<file path="config.mk">
export PLATFORM = sky130hd
export DESIGN_NAME = axi_lite_req_arbiter
export DESIGN_NICKNAME = d
export VERILOG_FILES = /design/src/rtl/axi_lite_req_arbiter.sv
export SDC_FILE = /design/constraint.sdc
export NUM_CORES = 1
export LEC_CHECK = 0
export BUFFER_PORTS_ARGS = -buffer_cell sky130_fd_sc_hd__buf_2
export CAP_MARGIN = 10
export CORE_ASPECT_RATIO = 0.6
export CORE_UTILIZATION = 37
export CTS_CLUSTER_DIAMETER = 80
export DETAILED_ROUTE_END_ITERATION = 12
export GPL_TIMING_DRIVEN = 0
export PLACE_DENSITY = 0.7
export SETUP_SLACK_MARGIN = 0.2
export SLEW_MARGIN = 5
export SYNTH_ARGS = -nofsm -noshare
export SYNTH_HDL_FRONTEND = slang
export SYNTH_SLANG_ARGS = --single-unit
</file>
<file path="constraint.sdc">
create_clock -name aclk -period 3.84 [get_ports aclk]
set_input_delay 0.768 -clock aclk [delete_from_list [all_inputs] [get_ports aclk]]
set_output_delay 0.768 -clock aclk [all_outputs]
set_load 0.01 [all_outputs]
</file>
<file path="src/rtl/axi_lite_req_arbiter.sv">
`default_nettype none
// =============================================================================
// axi_lite_req_arbiter : round-robin share of one AXI-Lite master port among
// NUM_REQ command requesters, one single-beat transaction in flight at a time.
// Revision 1.0
// =============================================================================
module axi_lite_req_arbiter #(
   parameter int ADDR_WIDTH = 4,
   parameter int DATA_WIDTH = 32,
   parameter int NUM_REQ    = 2
) (
   input  logic                              aclk,
   input  logic                              areset,
   input  logic [NUM_REQ-1:0]                req_valid,
   output logic [NUM_REQ-1:0]                req_ready,
   input  logic [NUM_REQ-1:0]                req_write,
   input  logic [NUM_REQ*ADDR_WIDTH-1:0]     req_addr,
   input  logic [NUM_REQ*DATA_WIDTH-1:0]     req_wdata,
   input  logic [NUM_REQ*DATA_WIDTH/8-1:0]   req_wstrb,
   output logic [NUM_REQ-1:0]                rsp_valid,
   output logic [DATA_WIDTH-1:0]             rsp_rdata,
   output logic [1:0]                        rsp_resp,
   output logic [ADDR_WIDTH-1:0]             M_AXI_LITE_awaddr,
   output logic                              M_AXI_LITE_awvalid,
   input  logic                              M_AXI_LITE_awready,
   output logic [DATA_WIDTH-1:0]             M_AXI_LITE_wdata,
   output logic [DATA_WIDTH/8-1:0]           M_AXI_LITE_wstrb,
   output logic                              M_AXI_LITE_wvalid,
   input  logic                              M_AXI_LITE_wready,
   input  logic [1:0]                        M_AXI_LITE_bresp,
   input  logic                              M_AXI_LITE_bvalid,
   output logic                              M_AXI_LITE_bready,
   output logic [ADDR_WIDTH-1:0]             M_AXI_LITE_araddr,
   output logic                              M_AXI_LITE_arvalid,
   input  logic                              M_AXI_LITE_arready,
   input  logic [DATA_WIDTH-1:0]             M_AXI_LITE_rdata,
   input  logic [1:0]                        M_AXI_LITE_rresp,
   input  logic                              M_AXI_LITE_rvalid,
   output logic                              M_AXI_LITE_rready
);
   localparam int GW = (NUM_REQ > 1) ? $clog2(NUM_REQ) : 1;
   localparam int SW = DATA_WIDTH / 8;

   localparam logic [2:0] S_IDLE = 3'd0;
   localparam logic [2:0] S_WR   = 3'd1;
   localparam logic [2:0] S_WB   = 3'd2;
   localparam logic [2:0] S_RA   = 3'd3;
   localparam logic [2:0] S_RD   = 3'd4;
   localparam logic [2:0] S_RSP  = 3'd5;

   logic [2:0]            state_q, state_d;
   // last_q doubles as the owner of the in-flight transaction
   logic [GW-1:0]         last_q, last_d;
   logic [ADDR_WIDTH-1:0] addr_q, addr_d;
   logic [DATA_WIDTH-1:0] wdata_q, wdata_d;
   logic [SW-1:0]         wstrb_q, wstrb_d;
   logic [DATA_WIDTH-1:0] rdata_q, rdata_d;
   logic [1:0]            resp_q, resp_d;
   logic                  awvalid_q, awvalid_d;
   logic                  wvalid_q, wvalid_d;
   logic                  arvalid_q, arvalid_d;

   logic [NUM_REQ-1:0]    grant_oh;
   logic [GW-1:0]         grant_idx;
   logic                  grant_any;
   logic [GW:0]           cand;
   logic [ADDR_WIDTH-1:0] sel_addr;
   logic [DATA_WIDTH-1:0] sel_wdata;
   logic [SW-1:0]         sel_wstrb;
   logic                  sel_write;
   logic [NUM_REQ-1:0]    owner_oh;

   // Search upward from last_q+1 with wrap-around; first valid requester wins.
   always_comb begin
      grant_oh  = '0;
      grant_idx = '0;
      grant_any = 1'b0;
      cand      = '0;
      for (int k = 1; k <= NUM_REQ; k++) begin
         cand = {1'b0, last_q} + (GW+1)'(k);
         if (cand >= (GW+1)'(NUM_REQ)) begin
            cand = cand - (GW+1)'(NUM_REQ);
         end
         if (!grant_any && req_valid[cand[GW-1:0]]) begin
            grant_any             = 1'b1;
            grant_idx             = cand[GW-1:0];
            grant_oh[cand[GW-1:0]] = 1'b1;
         end
      end
   end

   always_comb begin
      sel_addr  = '0;
      sel_wdata = '0;
      sel_wstrb = '0;
      sel_write = 1'b0;
      owner_oh  = '0;
      for (int i = 0; i < NUM_REQ; i++) begin
         if (grant_oh[i]) begin
            sel_addr  = req_addr[i*ADDR_WIDTH +: ADDR_WIDTH];
            sel_wdata = req_wdata[i*DATA_WIDTH +: DATA_WIDTH];
            sel_wstrb = req_wstrb[i*SW +: SW];
            sel_write = req_write[i];
         end
         owner_oh[i] = (last_q == GW'(i));
      end
   end

   always_comb begin
      state_d   = state_q;
      last_d    = last_q;
      addr_d    = addr_q;
      wdata_d   = wdata_q;
      wstrb_d   = wstrb_q;
      rdata_d   = rdata_q;
      resp_d    = resp_q;
      awvalid_d = awvalid_q;
      wvalid_d  = wvalid_q;
      arvalid_d = arvalid_q;
      case (state_q)
         S_IDLE: begin
            if (grant_any) begin
               last_d  = grant_idx;
               addr_d  = sel_addr;
               wdata_d = sel_wdata;
               wstrb_d = sel_wstrb;
               if (sel_write) begin
                  state_d   = S_WR;
                  awvalid_d = 1'b1;
                  wvalid_d  = 1'b1;
               end else begin
                  state_d   = S_RA;
                  arvalid_d = 1'b1;
               end
            end
         end
         S_WR: begin
            // aw and w retire independently, in either order
            if (M_AXI_LITE_awready) awvalid_d = 1'b0;
            if (M_AXI_LITE_wready)  wvalid_d  = 1'b0;
            if (!awvalid_d && !wvalid_d) state_d = S_WB;
         end
         S_WB: begin
            if (M_AXI_LITE_bvalid) begin
               resp_d  = M_AXI_LITE_bresp;
               rdata_d = '0;
               state_d = S_RSP;
            end
         end
         S_RA: begin
            if (M_AXI_LITE_arready) begin
               arvalid_d = 1'b0;
               state_d   = S_RD;
            end
         end
         S_RD: begin
            if (M_AXI_LITE_rvalid) begin
               resp_d  = M_AXI_LITE_rresp;
               rdata_d = M_AXI_LITE_rdata;
               state_d = S_RSP;
            end
         end
         S_RSP:   state_d = S_IDLE;
         default: state_d = S_IDLE;
      endcase
   end

   always_ff @(posedge aclk) begin
      if (areset) begin
         state_q   <= S_IDLE;
         last_q    <= GW'(NUM_REQ - 1);
         addr_q    <= '0;
         wdata_q   <= '0;
         wstrb_q   <= '0;
         rdata_q   <= '0;
         resp_q    <= '0;
         awvalid_q <= 1'b0;
         wvalid_q  <= 1'b0;
         arvalid_q <= 1'b0;
      end else begin
         state_q   <= state_d;
         last_q    <= last_d;
         addr_q    <= addr_d;
         wdata_q   <= wdata_d;
         wstrb_q   <= wstrb_d;
         rdata_q   <= rdata_d;
         resp_q    <= resp_d;
         awvalid_q <= awvalid_d;
         wvalid_q  <= wvalid_d;
         arvalid_q <= arvalid_d;
      end
   end

   // No accept while reset is asserted, even though the state already reads IDLE.
   assign req_ready          = (state_q == S_IDLE && !areset) ? grant_oh : '0;
   assign rsp_valid          = (state_q == S_RSP) ? owner_oh : '0;
   assign rsp_rdata          = rdata_q;
   assign rsp_resp           = resp_q;
   assign M_AXI_LITE_awaddr  = addr_q;
   assign M_AXI_LITE_araddr  = addr_q;
   assign M_AXI_LITE_wdata   = wdata_q;
   assign M_AXI_LITE_wstrb   = wstrb_q;
   assign M_AXI_LITE_awvalid = awvalid_q;
   assign M_AXI_LITE_wvalid  = wvalid_q;
   assign M_AXI_LITE_arvalid = arvalid_q;
   assign M_AXI_LITE_bready  = (state_q == S_WB);
   assign M_AXI_LITE_rready  = (state_q == S_RD);

endmodule
`default_nettype wire

</file>
==> impl_metrics.tcl <==
set metrics [dict create \
    status "completed" \
    ys.flop_type "dfxtp_1" \
    globalplace.congestion 0.7888 \
    cap_viol_max_count 0 \
    power.density_nw_per_um2 658.7 \
    synth_area_sq_um 3654 \
    synth_top_area_frac 0.4438 \
    path_clk_slew_ps 60 \
    ys_seq_elements 81 \
    grt_antenna_before_repair 0 \
    crit_path_max_incr_delay_ps 510 \
    r2r_cells 6 \
    design_area_sq_um 5152 \
    area_growth_pct 41.03 \
    wl_per_cell_um 14.65 \
    hold_viol 0 \
    vias 3780 \
    drtPass1Iterations 4 \
    seq_area_frac_synth 0.4438 \
    comb_power_share 0.420 \
    initial_core_util 0.3890 \
    cp.buffers_inverters 3 \
    clock-sinks 81 \
    fp.dieH_um 78.97 \
    regToRegStartpoint "last_q$_SDFFE_PP1P_" \
    place_area_sq_um 4877 \
    drt_iter0_drc 172 \
    synth_simple_gate_area_frac 0.1866 \
    io_buffers 212 \
    syn-mean-instance-area_sq_um 9.088 \
    synth-adder-area-share 0 \
    fin_crit_sh 0.8050 \
    p_clk_frac 0.232 \
    power_mw 3.394 \
    synth_mux_area_frac 0.09315 \
    rows 27 \
    finalSetupTns_ps 0 \
    peakVddDrop_mv 0.2897 \
    cts_tree "done" \
    crit_path_frequent_cell "buf_2" \
    synth-async-reset-ratio 0 \
    fmax_ghz 0.3235 \
    min_from "M_AXI_LITE_awvalid$_SDFFE_PP0P_" \
    p_int_mw 2.125 \
    rsz0062_at_grt "false" \
    grt_pass1_vias 3568 \
    critical_path.endpoint_type "output port" \
    switching_share 0.3739 \
    yosys_warnings 0 \
    viasPerCell 4.974 \
    drtAntennaViolNets 0 \
    r2r_setup_slack_ps 1950 \
    switching_power_mw 1.269 \
    min_path_type "flip-flop to flip-flop" \
    synth_xor_xnor_area_share 0 \
    grt_max_degree 14 \
    grt_pass1_wl_um 16970 \
    grt-ovfl-total 0 \
    syn_nets 529 \
    clock_path_buffers 2 \
    ioPinCount 214 \
    final_nets 752 \
    power.sequential.fraction 0.348 \
    synth.distinct_cells 35 \
    min_path_cells 2 \
    synth_most_common_cell "dfxtp_1" \
    drv_slew 0 \
    grt_use_total 0.2145 \
    synth_top_family_by_area "compound AO/OA/AOI/OAI gates" \
    drt_wl_total_um 11130 \
    crit_chain "buf_2, a21boi_1, clkbuf_1, nor3b_1, buf_2" \
    holdPathEnd "M_AXI_LITE_awvalid$_SDFFE_PP0P_" \
    crit_family "buffers and inverters" \
    cts_buffers 9 \
    cts_setup_buffers 0 \
    die_w_um 130.3 \
    dieArea_sq_um 10290 \
    leakage_nw 2.422 \
    cts_resized 0 \
    worstSkewPairLatency_ps 330 \
    syn_inst 402 \
    cts_hold_buf 0 \
    r2r-end "M_AXI_LITE_wdata[20]$_SDFFE_PP0P_" \
    coreArea_sq_um 9392 \
    drive_gt1_frac 0.4063 \
    ys_top_cells_by_count "81 x dfxtp_1, 78 x nor2_1, 40 x a22oi_1" \
    slew_headroom 0.5929 \
    cp_max_fo 10 \
    drc 0 \
    cp_slowest_cell "a21boi_1" \
    worstPathRequired_ps 3070 \
    yosysTopAreaCell "dfxtp_1" \
    startpoint_type "input port" \
    worst_slew_pin_slew_ps 609.3 \
    hpwlAfterDp_um 8680 \
    synth_top_cells_by_area "dfxtp_1 44%, mux2i_1 9.3%, a22oi_1 8.2%, nor2_1 8.0%, a211oi_1 7.6%" \
    finalSetupViolCount 0 \
    antenna_cells 0 \
    fin_worst_skew_ps 6.075 \
    synth_edf_count 0 \
    synth_compound_area_frac 0.2144 \
    period_minus_slack_ps 3091 \
    root_buffer "clkbuf_16" \
    arrival_ps 2320 \
    cts_max_level 3 \
    worstSetupPathType "input port to output port" \
]
## final cells by class
| cell class | instances | area (sq um) |
|---|---|---|
| Clock buffer | 12 | 246.5 |
| Multi-Input combinational cell | 276 | 1805 |
| Sequential cell | 81 | 1622 |
| Clock inverter | 4 | 28.78 |
| Buffer | 41 | 211.5 |
| Tap cell | 130 | 162.7 |
| Timing Repair Buffer | 212 | 1061 |
| Inverter | 4 | 15.01 |
| Fill cell | 888 | 4239 |
## flip-flops by register name, summed over array words and instances (netlist names)
signal / cells
M_AXI_LITE_wvalid: 1
rsp_rdata: 32
M_AXI_LITE_awvalid: 1
M_AXI_LITE_wdata: 32
M_AXI_LITE_arvalid: 1
last_q: 1
rsp_resp: 2
state_q: 3
M_AXI_LITE_araddr: 4
M_AXI_LITE_wstrb: 4
## cell usage in the layout (no fill, tap or decap), types with 2 or more instances in the layout
cell type and instances:
inv_1 4, and2_1 33, nand3b_1 2, buf_4 10
mux2i_1 34, nor2_1 78, a211oi_2 5, o21a_1 3
dfxtp_1 81, a22oi_1 40, nand2b_1 5, nand2_1 7
a21oi_1 10, o21ai_0 3, nor3b_1 3, clkbuf_1 21
a211oi_1 37, buf_2 222, or3_1 2, clkinvlp_4 2
clkbuf_16 9
## logic make-up after synthesis
family | count (synthesis)
AOI/OAI and AO/OA | 105
muxes | 34
buffers and inverters | 45
and+or+nand+nor | 137
DFF | 81
## power groups by stage
stage | Clock (mW) | Sequential [mW] | Combinational [mW]
floorplan | 0 | 1.28 | 0.847
global placement | 0 | 1.19 | 1.40
detailed placement | 0 | 1.19 | 1.43
CTS | 0.812 | 1.18 | 1.43
global route | 0.851 | 1.21 | 1.58
finish | 0.786 | 1.18 | 1.43
## worst max path at each step
stage            startpoint      endpoint  slack [ps]  cells after the start
6_report       req_valid[0]  req_ready[1]         750                      5
3_3_place_gp   req_valid[0]  req_ready[1]         770                      5
4_1_cts        req_valid[0]  req_ready[1]         750                      5
2_1_floorplan  req_valid[1]  req_ready[1]        1360                      3
5_1_grt        req_valid[1]  req_ready[1]         650                      5
3_5_place_dp   req_valid[0]  req_ready[1]         760                      5
## routing by layer
| metal | up-vias | share of wire | global-route usage |
|---|---|---|---|
| li1 | 1870 | - | - |
| met1 | 1774 | 0.49 | 0.2768 |
| met2 | 132 | 0.45 | 0.3548 |
| met3 | 4 | 0.046 | 0.04784 |
| met4 | 0 | 0.0055 | 0.06860 |
| met5 | - | 0 | 0 |
## per-stage QoR
stage / cells / setup WS (ps) / hold WS, ps / utilization
final: 760 / 748.7 / 483.5 / 0.5486
after CTS: 760 / 752.3 / 484.2 / 0.5486
after detailed placement: 744 / 761.7 / 474.2 / 0.5193
after global routing: 760 / 652.2 / 498.7 / 0.5486
after floorplan: 402 / 1361 / 492.5 / -
after global placement: 744 / 772.4 / 457.3 / 0.5193
## worst reg2reg max path, cell delays in order (launching register included)
cell and delay [ps]:
dfxtp_1 410, nand2b_1 160, and2_1 130, clkbuf_1 250
clkbuf_1 380, a22oi_1 180, a211oi_1 290
No activity file was read; power rests on OpenSTA's default activity.
